<file path="src/rtl/stv_stream_upsizer.sv">
// Narrow-to-wide stream packer: gathers RATIO narrow beats (or fewer, when din_last
// arrives early) into one registered wide word with a lane-valid mask.
module stv_stream_upsizer #(
    parameter int unsigned DIN_WIDTH   = 8,
    parameter int unsigned RATIO       = 4,
    localparam int unsigned DOUT_WIDTH = DIN_WIDTH * RATIO,
    localparam int unsigned IDXWIDTH   = $clog2(RATIO)
) (
    input  logic                  clk,
    input  logic                  rst,
    input  logic                  clear,
    input  logic                  din_valid,
    output logic                  din_ready,
    input  logic [DIN_WIDTH-1:0]  din,
    input  logic                  din_last,
    output logic                  dout_valid,
    input  logic                  dout_ready,
    output logic [DOUT_WIDTH-1:0] dout,
    output logic [RATIO-1:0]      dout_mask,
    output logic                  dout_last,
    output logic [IDXWIDTH-1:0]   idx
);

    logic [RATIO-2:0][DIN_WIDTH-1:0] acc_q, acc_d;
    logic [RATIO-2:0]                acc_mask_q, acc_mask_d;
    logic [IDXWIDTH-1:0]             idx_q, idx_d;
    logic [DOUT_WIDTH-1:0]           dout_q, dout_d;
    logic [RATIO-1:0]                dout_mask_q, dout_mask_d;
    logic                            dout_last_q, dout_last_d;
    logic                            dout_valid_q, dout_valid_d;
    logic                            beat_accept;
    logic                            beat_close;

    // Ready depends only on registered state and dout_ready, never on din_valid/din_last.
    assign din_ready   = !dout_valid_q || dout_ready;
    assign beat_accept = din_valid && din_ready;
    assign beat_close  = din_last || (idx_q == IDXWIDTH'(RATIO - 1));

    always_comb begin
        acc_d        = acc_q;
        acc_mask_d   = acc_mask_q;
        idx_d        = idx_q;
        dout_d       = dout_q;
        dout_mask_d  = dout_mask_q;
        dout_last_d  = dout_last_q;
        dout_valid_d = dout_valid_q;

        if (dout_valid_q && dout_ready) begin
            dout_valid_d = 1'b0;
        end

        if (beat_accept) begin
            if (beat_close) begin
                dout_d = '0;
                for (int unsigned i = 0; i < RATIO - 1; i++) begin
                    if (acc_mask_q[i]) begin
                        dout_d[i*DIN_WIDTH +: DIN_WIDTH] = acc_q[i];
                    end
                end
                for (int unsigned i = 0; i < RATIO; i++) begin
                    if (idx_q == IDXWIDTH'(i)) begin
                        dout_d[i*DIN_WIDTH +: DIN_WIDTH] = din;
                    end
                    dout_mask_d[i] = (i <= 32'(idx_q));
                end
                dout_last_d  = din_last;
                dout_valid_d = 1'b1;
                acc_mask_d   = '0;
                idx_d        = '0;
            end else begin
                for (int unsigned i = 0; i < RATIO - 1; i++) begin
                    if (idx_q == IDXWIDTH'(i)) begin
                        acc_d[i]      = din;
                        acc_mask_d[i] = 1'b1;
                    end
                end
                idx_d = idx_q + 1'b1;
            end
        end
    end

    always_ff @(posedge clk) begin
        if (rst || clear) begin
            acc_q        <= '0;
            acc_mask_q   <= '0;
            idx_q        <= '0;
            dout_q       <= '0;
            dout_mask_q  <= '0;
            dout_last_q  <= 1'b0;
            dout_valid_q <= 1'b0;
        end else begin
            acc_q        <= acc_d;
            acc_mask_q   <= acc_mask_d;
            idx_q        <= idx_d;
            dout_q       <= dout_d;
            dout_mask_q  <= dout_mask_d;
            dout_last_q  <= dout_last_d;
            dout_valid_q <= dout_valid_d;
        end
    end

    assign dout       = dout_q;
    assign dout_mask  = dout_mask_q;
    assign dout_last  = dout_last_q;
    assign dout_valid = dout_valid_q;
    assign idx        = idx_q;

`ifdef STV_ASSERT_ON
    din_stable_a: assert property (@(posedge clk) disable iff (rst || clear)
        din_valid && !din_ready |=> din_valid && $stable(din) && $stable(din_last));
    dout_stable_a: assert property (@(posedge clk) disable iff (rst || clear)
        dout_valid && !dout_ready |=> dout_valid && $stable(dout) && $stable(dout_mask)
                                      && $stable(dout_last));
    ratio_a: assert property (@(posedge clk) RATIO >= 2);
`endif

endmodule

</file>
<file path="config.mk">
export PLATFORM = sky130hd
export DESIGN_NAME = stv_stream_upsizer
export DESIGN_NICKNAME = d
export VERILOG_FILES = /design/src/rtl/stv_stream_upsizer.sv
export SDC_FILE = /design/constraint.sdc
export NUM_CORES = 1
export LEC_CHECK = 0
export CORE_MARGIN = 10
export CORE_UTILIZATION = 40
export CTS_CLUSTER_DIAMETER = 80
export CTS_CLUSTER_SIZE = 16
export DETAILED_ROUTE_END_ITERATION = 7
export PLACE_DENSITY = 0.66
export SYNTH_ARGS = -nofsm -noshare
export SYNTH_HDL_FRONTEND = slang
export SYNTH_SLANG_ARGS = --single-unit
</file>
<file path="constraint.sdc">
create_clock -name clk -period 1.4 [get_ports clk]
set_input_delay 0.21 -clock clk [delete_from_list [all_inputs] [get_ports clk]]
set_output_delay 0.21 -clock clk [all_outputs]
set_load 0.005 [all_outputs]
</file>
---- Word level (Yosys, flattened, before mapping) ----
Index checks and enable logic that the tools add are counted.
storage, ports and cells
  bits in registers ....................... 67
  bits of input ports ..................... 14
  output and inout port bits .............. 41
  logic and storage cells ................. 51
cells by class
  add/subtract/negate cells ............... 1
  order comparisons ....................... 3
  eq/ne operators ......................... 3
  mux-type cells .......................... 15
  bitwise gates (word level) .............. 1
  reduce and logical (&&, ||, !) cells .... 17
operator list
  kind                 count
  $mux 8               7
  $reduce_and 3->1     3
  $reduce_and 2->1     4
  $mux 1               6
  $reduce_bool 2->1    3
  $eq 2x2->1 const B   2
  $le 2x2->1 const A   2
  $logic_or 1x1->1     3
  $mux 3               1
  $add 2x1->2 const B  1
  $eq 2x1->1 const B   1
  $le 1x2->1 const A   1
  $logic_and 1x1->1    2
  $logic_not 2->1      1
  $mux 2               1
  $logic_not 1->1      1
  $not 1->1            1

---- Depth between registers and ports, before layout ----
  depth after elaboration ................. 4
  mapped depth ............................ 6
  mapped depth without buffers ............ 5

---- Worst setup path before layout ----
OpenSTA, ideal clock, no wires.
  kind .................................... register -> register
  start ................................... register idx_q[0], in the netlist idx[0]
  end ..................................... register acc_mask_q[0]
  library setup time ...................... 0.072 ns
  arrival ................................. 1.418 ns
  required time ........................... 1.328 ns
  path slack .............................. -0.089 ns
  cell stages (with the launch flop) ...... 7
  path buffers ............................ 2
  period minus slack after synthesis ...... 1.489 ns
  path through ............................ dfxtp_1 -> inv_1 -> ha_1 -> buf_2 -> clkbuf_1 -> o211ai_1 -> mux2i_1
between the ends
  longest elaborated chain between the ends .. 4
  elaborated cells on any way between the ends .. 6
  those cells by class .................... eq/ne (1); mux (1); reduce/logical (4)
RTL lines
  item                         RTL line  text
  from (decl)                  26        logic [IDXWIDTH-1:0] idx_q, idx_d;
  from (signal assigned)       94        idx_q <= idx_d;
  $eq 2x2->1                   37        assign beat_close = din_last || (idx_q == IDXWIDTH'(RATIO - 1));
  $logic_or 1x1->1             37
  $reduce_bool 2->1 (no line)  n/a
  $reduce_and 2->1 (no line)   n/a
  to (signal assigned)         93        acc_mask_q <= acc_mask_d;
  to (decl)                    25        logic [RATIO-2:0] acc_mask_q, acc_mask_d;
Several ways; a longest one is shown, not always the timed one.
A chain may end at the register's enable or synchronous reset.

---- Final worst setup path ----
  start ................................... register idx_q[1], in the netlist idx[1]
  end ..................................... register acc_mask_q[0]
The elaborated chain is that of the path after synthesis.

==> results.tsv <==
stage	metric	value	unit
clock_tree	TritonCTS clock tree	yes	
synthesis	mux contribution to synthesized area	7.96	%
synthesis	Syn Inst Count	326	
sta	unrepaired setup endpoints after global routing	yes	
placement	pre-CTS setup slack	-0.239	ns
clock_tree	Max H-tree Level	3	
synthesis	top post-synthesis cells by area	dfxtp_1, mux2i_1, and3b_1, a31oi_1, nand2_1	
floorplanning	die width	109	um
sta	final hold vios	0	
synthesis	cell area after synthesis	3140	um^2
finish	area grow syn2layout	36.4	%
worst_setup_path	CP max stage cell	dfxtp_4	
sta	Slew Limit Fails	0	
sta	skew final	0.00898	ns
floorplanning	IO Pins	55	
worst_setup_path	CP Launch Point	idx[1]$_SDFFE_PP0P_	
outcome	violated checks	negative setup slack	
synthesis	#FFs+latches synth	67	
floorplanning	Die ar.	11800	um^2
synthesis	count leader, synth	dfxtp_1	
global_routing	Total GRT Usage	15.3	%
clock_tree	clk buf depth	2	
synthesis	post-synthesis compound-gate area fraction	23.2	%
sta	final worst-path cycle share	103	%
global_routing	largest net degree at the start of global routing	46	
worst_setup_path	Crit Path Category	reg -> reg	
clock_tree	CTS Buf Count	9	
power	sw power	1.00	mW
finish	Final Non-Filler Cells	499	
floorplanning	DIE HEIGHT	109	um
synthesis	largest family of logic cells by synthesized area	compound AO/OA/AOI/OAI gates	
finish	layout filler cell count	695	
power	peak supply drop	0.000505	V
outcome	status	finished, violations left	
clock_tree	TritonCTS Sinks	67	
floorplanning	row count	32	
routing	vias per inst	5.63	
worst_setup_path	Data required, critical path	1.67	ns
routing	Initial DRC Count	113	
synthesis	Synth Area in XOR/XNOR	0	%
worst_setup_path	FF-to-FF setup slack	-0.04	ns
synthesis	simple-gate share of the synthesized area	17.2	%
clock_tree	worst skew pair latency	0.34	ns
synthesis	Post-synth EDFFs	0	
finish	layout cells sized above 1	22.4	%
placement	dpl hpwl	6.36	mm
clock_tree	Root Buffer	clkbuf_8	
floorplanning	initial core utilization	40.9	%
worst_setup_path	CP max FO	24	
worst_setup_path	worst path arrival time	1.71	ns
sta	Final setup viols	4	
synthesis	ys flop type	dfxtp_1	
finish	multi-input logic area	1690	um^2
worst_setup_path	crit-path cells	ha_4, or2_4, buf_12, o211ai_1, mux2i_1	
sta	Worst Tran Pin Value	0.346	ns
placement	Cells after DPL	481	
global_routing	first-pass GRT wire length	14.5	mm
synthesis	Avg Inst Size Synth	9.64	um^2
sta	Worst Setup Slack, final	-0.0362	ns
worst_setup_path	reg-to-reg critical path endpoint	acc_mask_q[0]$_SDFFE_PP0P_	
routing	Vias	2811	
routing	Final ANT Viol Nets	0	
placement	# port buffers	54	
synthesis	Post-synth ARST share	0	%
synthesis	sequential area share after synthesis	42.7	%
sta	setup_tns	-0.0636	ns
finish	antenna cell count	0	
worst_setup_path	max incr delay on CP	0.37	ns
power	pwr dens	907	nW/um^2
power	Sequential Power Share	50.4	%
synthesis	Synth area leader	dfxtp_1	
power	Logic pwr share	12.1	%
worst_setup_path	Worst Setup EP	acc_mask_q[0]$_SDFFE_PP0P_	
min_path	HP Class	reg -> reg	
sta	Tmin final	1.44	ns
routing	routed len/inst	18.5	um
worst_setup_path	FF-to-FF path depth	5	
synthesis	Post-Synth Adder-Cell Area	1.99	%
clock_tree	clock slew at reported path FFs	0.07	ns
worst_setup_path	Crit. End Element	flip-flop	
synthesis	syn nets	345	
global_routing	vias in the first global route	2720	
power	Sw Ratio	25.8	%
routing	DRC viols	0	
finish	# nets final	411	
job	total of max-cap violations	0	
placement	Final GP Congestion	0.842	
global_routing	global route overflow	0	
power	P_int	2.88	mW
sta	Max-slew headroom	76.8	%
routing	DRT Wirelength	9.23	mm
worst_setup_path	startpoint types	flip-flop	
power	Clock Power Share	37.5	%
floorplanning	CORE AREA	7690	um^2
finish	Storage cell area	1350	um^2
synthesis	post-synthesis cell type count	39	
power	total power	3.89	mW
global_routing	antenna violations before repair	0	
synthesis	top cells by count, synth	dfxtp_1, nand2_1, a31oi_1, a21oi_1, mux2i_1	
synthesis	YS warnings	0	
sta	Achievable Freq	0.696	GHz
finish	post-layout util	55.7	%
synthesis	post-synth top area share	42.7	%
routing	DR pass1 iterations	4	
worst_setup_path	R2R Path Start	idx[1]$_SDFFE_PP0P_	
power	Leak	2.00	nW
[cell families after synthesis]
kind of cell / Yosys count
mux: 25
compound gates: 105
simple gates: 87
flops: 67
buf+inv: 37
fa+ha+maj: 5
[how the worst min path moves through the flow]
stage                                       from                     end  cells after the start
after CTS                  acc_q[6]$_SDFFE_PP0P_   acc_q[6]$_SDFFE_PP0P_                      2
after floorplan                           din[0]   dout[24]$_SDFFE_PP0P_                      2
final                      acc_q[6]$_SDFFE_PP0P_   acc_q[6]$_SDFFE_PP0P_                      2
after global routing       acc_q[7]$_SDFFE_PP0P_   acc_q[7]$_SDFFE_PP0P_                      2
after detailed placement   acc_q[6]$_SDFFE_PP0P_   acc_q[6]$_SDFFE_PP0P_                      2
after global placement    acc_q[16]$_SDFFE_PP0P_  acc_q[16]$_SDFFE_PP0P_                      2
[registers in the layout, summed over array words and instances (netlist names)]
signal      count
dout_last       1
acc_q          24
acc_mask_q      3
dout_valid      1
dout           32
idx             2
dout_mask       4
[per-stage QoR]
| stage | hold WS [ns] | area, um^2 |
|---|---|---|
| floorplan | 0.349 | 3170 |
| global placement | 0.441 | 3980 |
| detailed placement | 0.447 | 3980 |
| CTS | 0.456 | 4150 |
| global route | 0.477 | 4280 |
| finish | 0.454 | 4280 |
[power groups by stage]
stage	logic (mW)	registers, mW	clock network, mW
5_1_grt	0.504	1.96	1.56
2_1_floorplan	0.240	2.00	0
3_3_place_gp	0.451	2.00	0
6_report	0.470	1.96	1.46
4_1_cts	0.450	1.96	1.47
3_5_place_dp	0.455	2.00	0
[routing by layer]
layer | up-vias | global-route usage [%] | wire length [um]
li1 | 1350 | - | -
met1 | 1391 | 20.5 | 4380
met2 | 60 | 23.4 | 4290
met3 | 10 | 3.95 | 418
met4 | 0 | 5.46 | 138
met5 | - | 0 | 0
[cell usage in the layout (no fill, tap or decap), drive strengths merged, types with 3 or more instances in the layout]
master	n
a211oi	26
a21oi	27
a31oi	28
and3b	24
buf	34
clkbuf	14
clkdlybuf4s50	14
dfxtp	67
dlygate4sd2	25
dlymetal6s2s	15
ha	5
inv	4
mux2i	25
nand2	43
nand4	5
nor2	4
o311ai	8
o31ai	8
or2	3
[timing repair]
item / CTS / global route
hold buffers: 0 / 0
endpoints found under the setup margin: 62 / 58
gates resized for setup: 34 / 39
pin swaps: 8 / 12
buffers inserted: 0 / 1
gates cloned: 0 / 1
[cell type report]
| class | count | area share (%) |
|---|---|---|
| repair buffers | 88 | 21.6 |
| clock buffers | 14 | 3.80 |
| flip-flops and latches | 67 | 31.5 |
| multi-input cells | 222 | 39.5 |
| inverters | 4 | 0.350 |
| clock inverters | 2 | 0.234 |
| well taps | 102 | 2.98 |
[critical path: cells and delay by family, from the launching register on]
| family | cells | cell delay (ns) |
|---|---|---|
| compound gates | 1 | 0.19 |
| fa+ha+maj | 1 | 0.18 |
| mux | 1 | 0.20 |
| buf+inv | 1 | 0.16 |
| flops | 1 | 0.37 |
| simple gates | 1 | 0.25 |
(Power assumes the default switching activity.)
